File: src/rtl/input_cond_pkg.sv
`default_nettype none
// ============================================================================
// Package : input_cond_pkg
// Brief   : Shared constants and helpers for the button/switch input conditioner
// Rev     : 1.0  initial release
// ============================================================================
package input_cond_pkg;

    // 1 ms of stability at a 50 MHz system clock
    localparam int DEFAULT_DEBOUNCE = 50000;
    localparam int SIM_DEBOUNCE     = 4;

    function automatic int cnt_width(input int cycles);
        return $clog2(cycles + 1);
    endfunction

endpackage : input_cond_pkg
`default_nettype wire

File: src/rtl/debounce_channel.sv
`default_nettype none
// ============================================================================
// Module : debounce_channel
// Brief  : One bit of 2-FF sync, stability counter, debounced level, edge pulses
// Rev    : 1.0  initial release
// ============================================================================
module debounce_channel
    import input_cond_pkg::*;
#(
    parameter int DEBOUNCE_CYCLES = DEFAULT_DEBOUNCE
) (
    input  logic clk,
    input  logic reset,
    input  logic raw_in,
    output logic level,
    output logic rise,
    output logic fall,
    output logic rise_next
);

    localparam int               CNT_W    = cnt_width(DEBOUNCE_CYCLES);
    localparam logic [CNT_W-1:0] CNT_LAST = CNT_W'(DEBOUNCE_CYCLES - 1);

    logic             r_s1;
    logic             r_s2;
    logic [CNT_W-1:0] r_cnt;
    logic             r_level;
    logic             r_rise;
    logic             r_fall;

    logic             w_level_next;
    logic [CNT_W-1:0] w_cnt_next;
    logic             w_rise_next;
    logic             w_fall_next;

    always_ff @(posedge clk or negedge reset) begin
        if (!reset) begin
            r_s1 <= 1'b0;
            r_s2 <= 1'b0;
        end else begin
            r_s1 <= raw_in;
            r_s2 <= r_s1;
        end
    end

    // Any sample agreeing with the current level restarts qualification
    always_comb begin
        w_level_next = r_level;
        w_cnt_next   = '0;
        if (r_s2 != r_level) begin
            if (r_cnt == CNT_LAST) begin
                w_level_next = r_s2;
            end else begin
                w_cnt_next = r_cnt + CNT_W'(1);
            end
        end
    end

    assign w_rise_next =  w_level_next & ~r_level;
    assign w_fall_next = ~w_level_next &  r_level;

    always_ff @(posedge clk or negedge reset) begin
        if (!reset) begin
            r_cnt   <= '0;
            r_level <= 1'b0;
            r_rise  <= 1'b0;
            r_fall  <= 1'b0;
        end else begin
            r_cnt   <= w_cnt_next;
            r_level <= w_level_next;
            r_rise  <= w_rise_next;
            r_fall  <= w_fall_next;
        end
    end

    assign level     = r_level;
    assign rise      = r_rise;
    assign fall      = r_fall;
    assign rise_next = w_rise_next;

endmodule : debounce_channel
`default_nettype wire

File: src/rtl/input_conditioner.sv
`default_nettype none
// ============================================================================
// Module : input_conditioner
// Brief  : N debounced, edge-detected inputs plus a direction toggle on channel 0
// Rev    : 1.0  initial release
// ============================================================================
module input_conditioner
    import input_cond_pkg::*;
#(
    parameter int N               = 2,
    parameter int DEBOUNCE_CYCLES = DEFAULT_DEBOUNCE
) (
    input  logic         clk,
    input  logic         reset,
    input  logic [N-1:0] raw_in,
    output logic [N-1:0] level,
    output logic [N-1:0] rise,
    output logic [N-1:0] fall,
    output logic         dir_toggle
);

    logic [N-1:0] w_rise_next;
    logic         w_unused_rise_next;
    logic         r_dir_toggle;

    generate
        for (genvar g = 0; g < N; g++) begin : g_chan
            debounce_channel #(
                .DEBOUNCE_CYCLES (DEBOUNCE_CYCLES)
            ) u_chan (
                .clk       (clk),
                .reset     (reset),
                .raw_in    (raw_in[g]),
                .level     (level[g]),
                .rise      (rise[g]),
                .fall      (fall[g]),
                .rise_next (w_rise_next[g])
            );
        end
    endgenerate

    // Only channel 0's early rise steers direction; other channels' are spare
    assign w_unused_rise_next = &{1'b0, w_rise_next};

    // Toggling from the next-state keeps dir aligned with the rise[0] pulse
    always_ff @(posedge clk or negedge reset) begin
        if (!reset) begin
            r_dir_toggle <= 1'b0;
        end else if (w_rise_next[0]) begin
            r_dir_toggle <= ~r_dir_toggle;
        end
    end

    assign dir_toggle = r_dir_toggle;

endmodule : input_conditioner
`default_nettype wire

File: config.mk
export PLATFORM = sky130hd
export DESIGN_NAME = input_conditioner
export DESIGN_NICKNAME = d
export VERILOG_FILES = /design/src/rtl/input_cond_pkg.sv /design/src/rtl/debounce_channel.sv /design/src/rtl/input_conditioner.sv
export SDC_FILE = /design/constraint.sdc
export NUM_CORES = 1
export LEC_CHECK = 0
export BUFFER_PORTS_ARGS = -buffer_cell sky130_fd_sc_hd__buf_2
export CAP_MARGIN = 10
export CORE_MARGIN = 8
export CORE_UTILIZATION = 44
export DETAILED_ROUTE_END_ITERATION = 10
export PLACE_DENSITY_LB_ADDON = 0.2
export SLEW_MARGIN = 5
export SYNTH_ARGS = -nofsm -noshare
export SYNTH_HDL_FRONTEND = slang
export SYNTH_SLANG_ARGS = --single-unit
File: constraint.sdc
create_clock -name clk -period 2.5 [get_ports clk]
set_input_delay 0.25 -clock clk [delete_from_list [all_inputs] [get_ports clk]]
set_output_delay 0.25 -clock clk [all_outputs]
set_load 0.005 [all_outputs]
; ---- Word-level counts from Yosys, hierarchy flattened
; Index checks and enable logic that the tools add are counted.
[classes]
add_sub_neg = 2
bitwise_logic = 9
muxes = 8
eq_ne = 4
[op_table]
columns = op, n
row1 = two-way mux 16 bit, 4
row2 = adder 16 x 1 -> 16 bit (second input constant), 2
row3 = equality test 16 bit (second input constant), 2
row4 = NOT 1 bit, 5
row5 = bitwise AND 1 bit, 4
row6 = two-way mux 1 bit, 4
row7 = != test 1 bit, 2
[word_totals]
wordCells = 36
input_bits = 4
ff_bits = 43

; ---- Depth between registers and ports, before layout
[depth]
ltp_word = 5
ltp_mapped = 6

; ---- Cells and area by module
; A second synthesis with hierarchy kept.
[hier_totals]
hier_cells = 178
hier_area_um2 = 1973.1
[by_module_without_submodules]
columns = module, area_per_inst_um2, seq_area_each_um2, cells_per_inst, n_inst
row1 = debounce_channel, 969.7, 525.5, 88, 2
row2 = input_conditioner, 33.8, 25.0, 2, 1

; ---- Least setup slack after synthesis
; Ideal clock, no wire load.
[synth_timing]
path_type = reg2reg
start = reg g_chan[1].u_chan.r_cnt[4]
end = reg g_chan[1].u_chan.r_level
synth_period_minus_slack_ns = 1.980
path_stages_with_launch = 5
required_ns = 2.375
arrival_time_ns = 1.855
slack_ns = 0.520
path_cell_list = dfrtp_1 > buf_6 > or4b_1 > or4_4 > mux2_4
[synth_between]
elab_chain_cells = 3
[synth_rtl]
columns = element, line_no
row1 = "start, declared", debounce_channel.sv:26  ; logic [CNT_W-1:0] r_cnt;
row2 = "start signal, assigned", debounce_channel.sv:69  ; r_cnt <= w_cnt_next;
row3 = equality test 16 bit, debounce_channel.sv:51  ; if (r_cnt == CNT_LAST) begin
row4 = two-way mux 1 bit, debounce_channel.sv:51
row5 = two-way mux 1 bit, debounce_channel.sv:50  ; if (r_s2 != r_level) begin
row6 = net g_chan[1].u_chan.w_level_next, debounce_channel.sv:31  ; logic w_level_next;
row7 = "end signal, assigned", debounce_channel.sv:70  ; r_level <= w_level_next;
row8 = "end, declared", debounce_channel.sv:27  ; logic r_level;
; The timed path passes the listed nets, and every way through them passes these cells.
; A chain may end at the register's enable or synchronous reset.

; ---- Worst setup path after layout
; Same ends and word-level chain as after synthesis.

==> metrics <==
CP cell instances=or4b_1, or4_4, mux2_4; number of enable flip-flop cells after synthesis=0; Period Utilization, post-route=81.04%; Worst EP required=2.68 ns; clock transition at the registers of the reported paths=0.08 ns; final worst path period need=2.026 ns; max-cap viol count=0; DP HPWL=2564 um; kind of critical path=reg -> reg; run status=finished clean; starting density of the core=45.69%; crit end category=flop; most frequent cells in the layout=dfrtp_1 (43), nor2_1 (32), xnor2_1 (18); Top FF cell, synth=dfrtp_1; largest net degree at the start of global routing=44; worst min-delay path class=in -> reg; fmax=493.6 MHz; power share of the clock group=38.5%; detailed-route DRC error count=0; Gate Count Post-Synth=188; first-pass GRT wire length=6534 um; Yosys reg bits=43; DIE AREA=6968 um2; Post-synth ARST share=100.0%; worst vdd ir=276.6 uV; P_sw=265.2 uW; via count=1,375; Tot GR Track Use=11.27%; layout cells sized above 1=12.69%; Post-Synthesis Net Count=194; post-layout net count=202; synth unique cells=32; CTS resizes=0; Cell Rows=24; dpl ws=0.4912 ns; Setup Skew=0.004055 ns; WP data arrival=2.21 ns; Sw Ratio=21.46%; number of port buffers=10; Setup Total Neg Slack=0 ns; worst-margin pin slew=0.9156 ns; Die Span X=83.48 um; vias in the first global route=1,337; launching element type of the critical path=flop; initial antenna violation count=0; I/O pin cnt=11; Setup Buffers After CTS=0; Routed WL=3594 um; Congestion Overflow GR=0; Pint=970.7 uW; ant diodes=0; fin. max-slew vios=0; crit path max fanout=9; die height=83.48 um; part of the Yosys area used for sequential elements=53.72%; Reg power frac=58.2%; Hold Buf Count CTS=0; DR iter-0 viols=147; H-tree Lvls=2; Routed WL per cell=14.43 um; final worst slack=0.4740 ns; clock sink total=43; vias per inst=5.522; Tot Pwr=1236 uW; unrepaired setup endpoints after global routing=no; commonest non-fill, non-tap cell in the layout=dfrtp_1; Clock Latency Late Sink=0.29 ns; drt first pass iters=4; clock buffer depth=2; GPL Wtd Cong=0.8510; Area Overhead vs Synth=7.308%; CORE AREA=4384 um2; Worst path max stage delay=0.60 ns; pwr/cell area=574.9 nW/um2; Synth Warn #=0; slowest CP cell=or4_4; Mapped Area=2003 um2; final hold viol count=0; LEAKAGE=0.0009360 uW; syn avg cell area=10.66 um2; Worst slew margin=38.96%; final setup vio count=0; CTS tree=done; CTS root buf=clkbuf_8; Combinational Power Share=3.4%; Routed Antenna Nets=0; cts bufs inserted=5
[sequential cells by signal (all words and copies together), names as in the netlist]
| name | count |
|---|---|
| g_chan.u_chan.fall | 2 |
| g_chan.u_chan.r_cnt | 32 |
| dir_toggle | 1 |
| g_chan.u_chan.level | 2 |
| g_chan.u_chan.rise | 2 |
| g_chan.u_chan.r_s2 | 2 |
| g_chan.u_chan.r_s1 | 2 |
[routing by layer]
layer	track usage [%]	share of wire, %	vias to the layer above
li1	-	-	659
met1	15.61	50	684
met2	16.12	44	26
met3	3.320	4.9	6
met4	3.925	1.3	0
met5	0	0	-
[logic make-up (layout without fill, tap and decap cells)]
| group | count (synthesis) | count (layout) | share of synthesized area [%] |
|---|---|---|---|
| simple gates | 96 | 96 | 25.67 |
| xor+xnor | 30 | 30 | 13.12 |
| buf+inv | 12 | 21 | 4.184 |
| compound gates | 3 | 3 | 0.7488 |
| flops | 43 | 43 | 53.72 |
| mux | 2 | 2 | 1.311 |
| fa+ha+maj | 2 | 2 | 1.249 |
[metrics by stage]
| step | utilization [%] | area, um2 | hold WS (ns) | instances |
|---|---|---|---|---|
| floorplan | - | 2003 | -0.04559 | 188 |
| finish | 49.03 | 2150 | 0.05882 | 249 |
| global placement | 46.75 | 2049 | 0.3328 | 241 |
| CTS | 49.03 | 2150 | 0.04592 | 249 |
| global route | 49.03 | 2150 | 0.04206 | 249 |
| detailed placement | 46.75 | 2049 | 0.3347 | 241 |
[critical path, delay by kind of cell (launching register included)]
family	cells	cell delay (ns)
multiplexers	1	0.32
AND/OR/NAND/NOR	2	1.13
flip-flops	1	0.47
[synth_stat cells, types with 2 or more instances]
cell type | instances | area, um2
nand3_1 | 10 | 50.05
nor3_1 | 5 | 25.02
nor4_1 | 8 | 50.05
xnor2_1 | 18 | 157.7
xor2_1 | 12 | 105.1
and3_2 | 2 | 15.01
nand4_1 | 12 | 75.07
or4_1 | 2 | 15.01
nor2_1 | 32 | 120.1
buf_4 | 6 | 45.04
ha_1 | 2 | 25.02
dfrtp_1 | 43 | 1076
nor3b_1 | 3 | 22.52
inv_1 | 2 | 7.510
buf_6 | 2 | 22.52
nand2_1 | 8 | 30.03
and3_1 | 4 | 25.02
or3_1 | 3 | 18.77
[power groups by stage]
stage          sequential [uW]  combinational [uW]  clock [uW]
3_5_place_dp               732                42.9           0
3_3_place_gp               732                42.7           0
4_1_cts                    719                43.5         494
6_report                   719                41.5         476
2_1_floorplan              728                24.5           0
5_1_grt                    721                49.0         529
[layout make-up]
class	count	area (um2)
sequential	43	1076
clock buffer	8	100.1
inverter	2	7.507
multi-input combinational	133	843.3
timing repair buffer	11	57.56
tap	52	65.06
fill	404	2235
[path summary, 6_finish.rpt]
| path | from | to | slack, ns | depth (start not counted) |
|---|---|---|---|---|
| max | g_chan[1].u_chan.r_cnt[4]$_DFF_PN0_ | g_chan[1].u_chan.level$_DFF_PN0_ | 0.47 | 3 |
| min | raw_in[1] | g_chan[1].u_chan.r_s1$_DFF_PN0_ | 0.06 | 1 |
| max reg2reg | g_chan[1].u_chan.r_cnt[4]$_DFF_PN0_ | g_chan[1].u_chan.level$_DFF_PN0_ | 0.47 | 3 |
| min reg2reg | g_chan[1].u_chan.r_s1$_DFF_PN0_ | g_chan[1].u_chan.r_s2$_DFF_PN0_ | 0.35 | 0 |
| max in group asynchronous | reset | g_chan[0].u_chan.level$_DFF_PN0_ | 1.84 | 1 |
| min in group asynchronous | reset | g_chan[1].u_chan.r_cnt[1]$_DFF_PN0_ | 0.09 | 1 |
No activity file was read; power rests on OpenSTA's default activity.
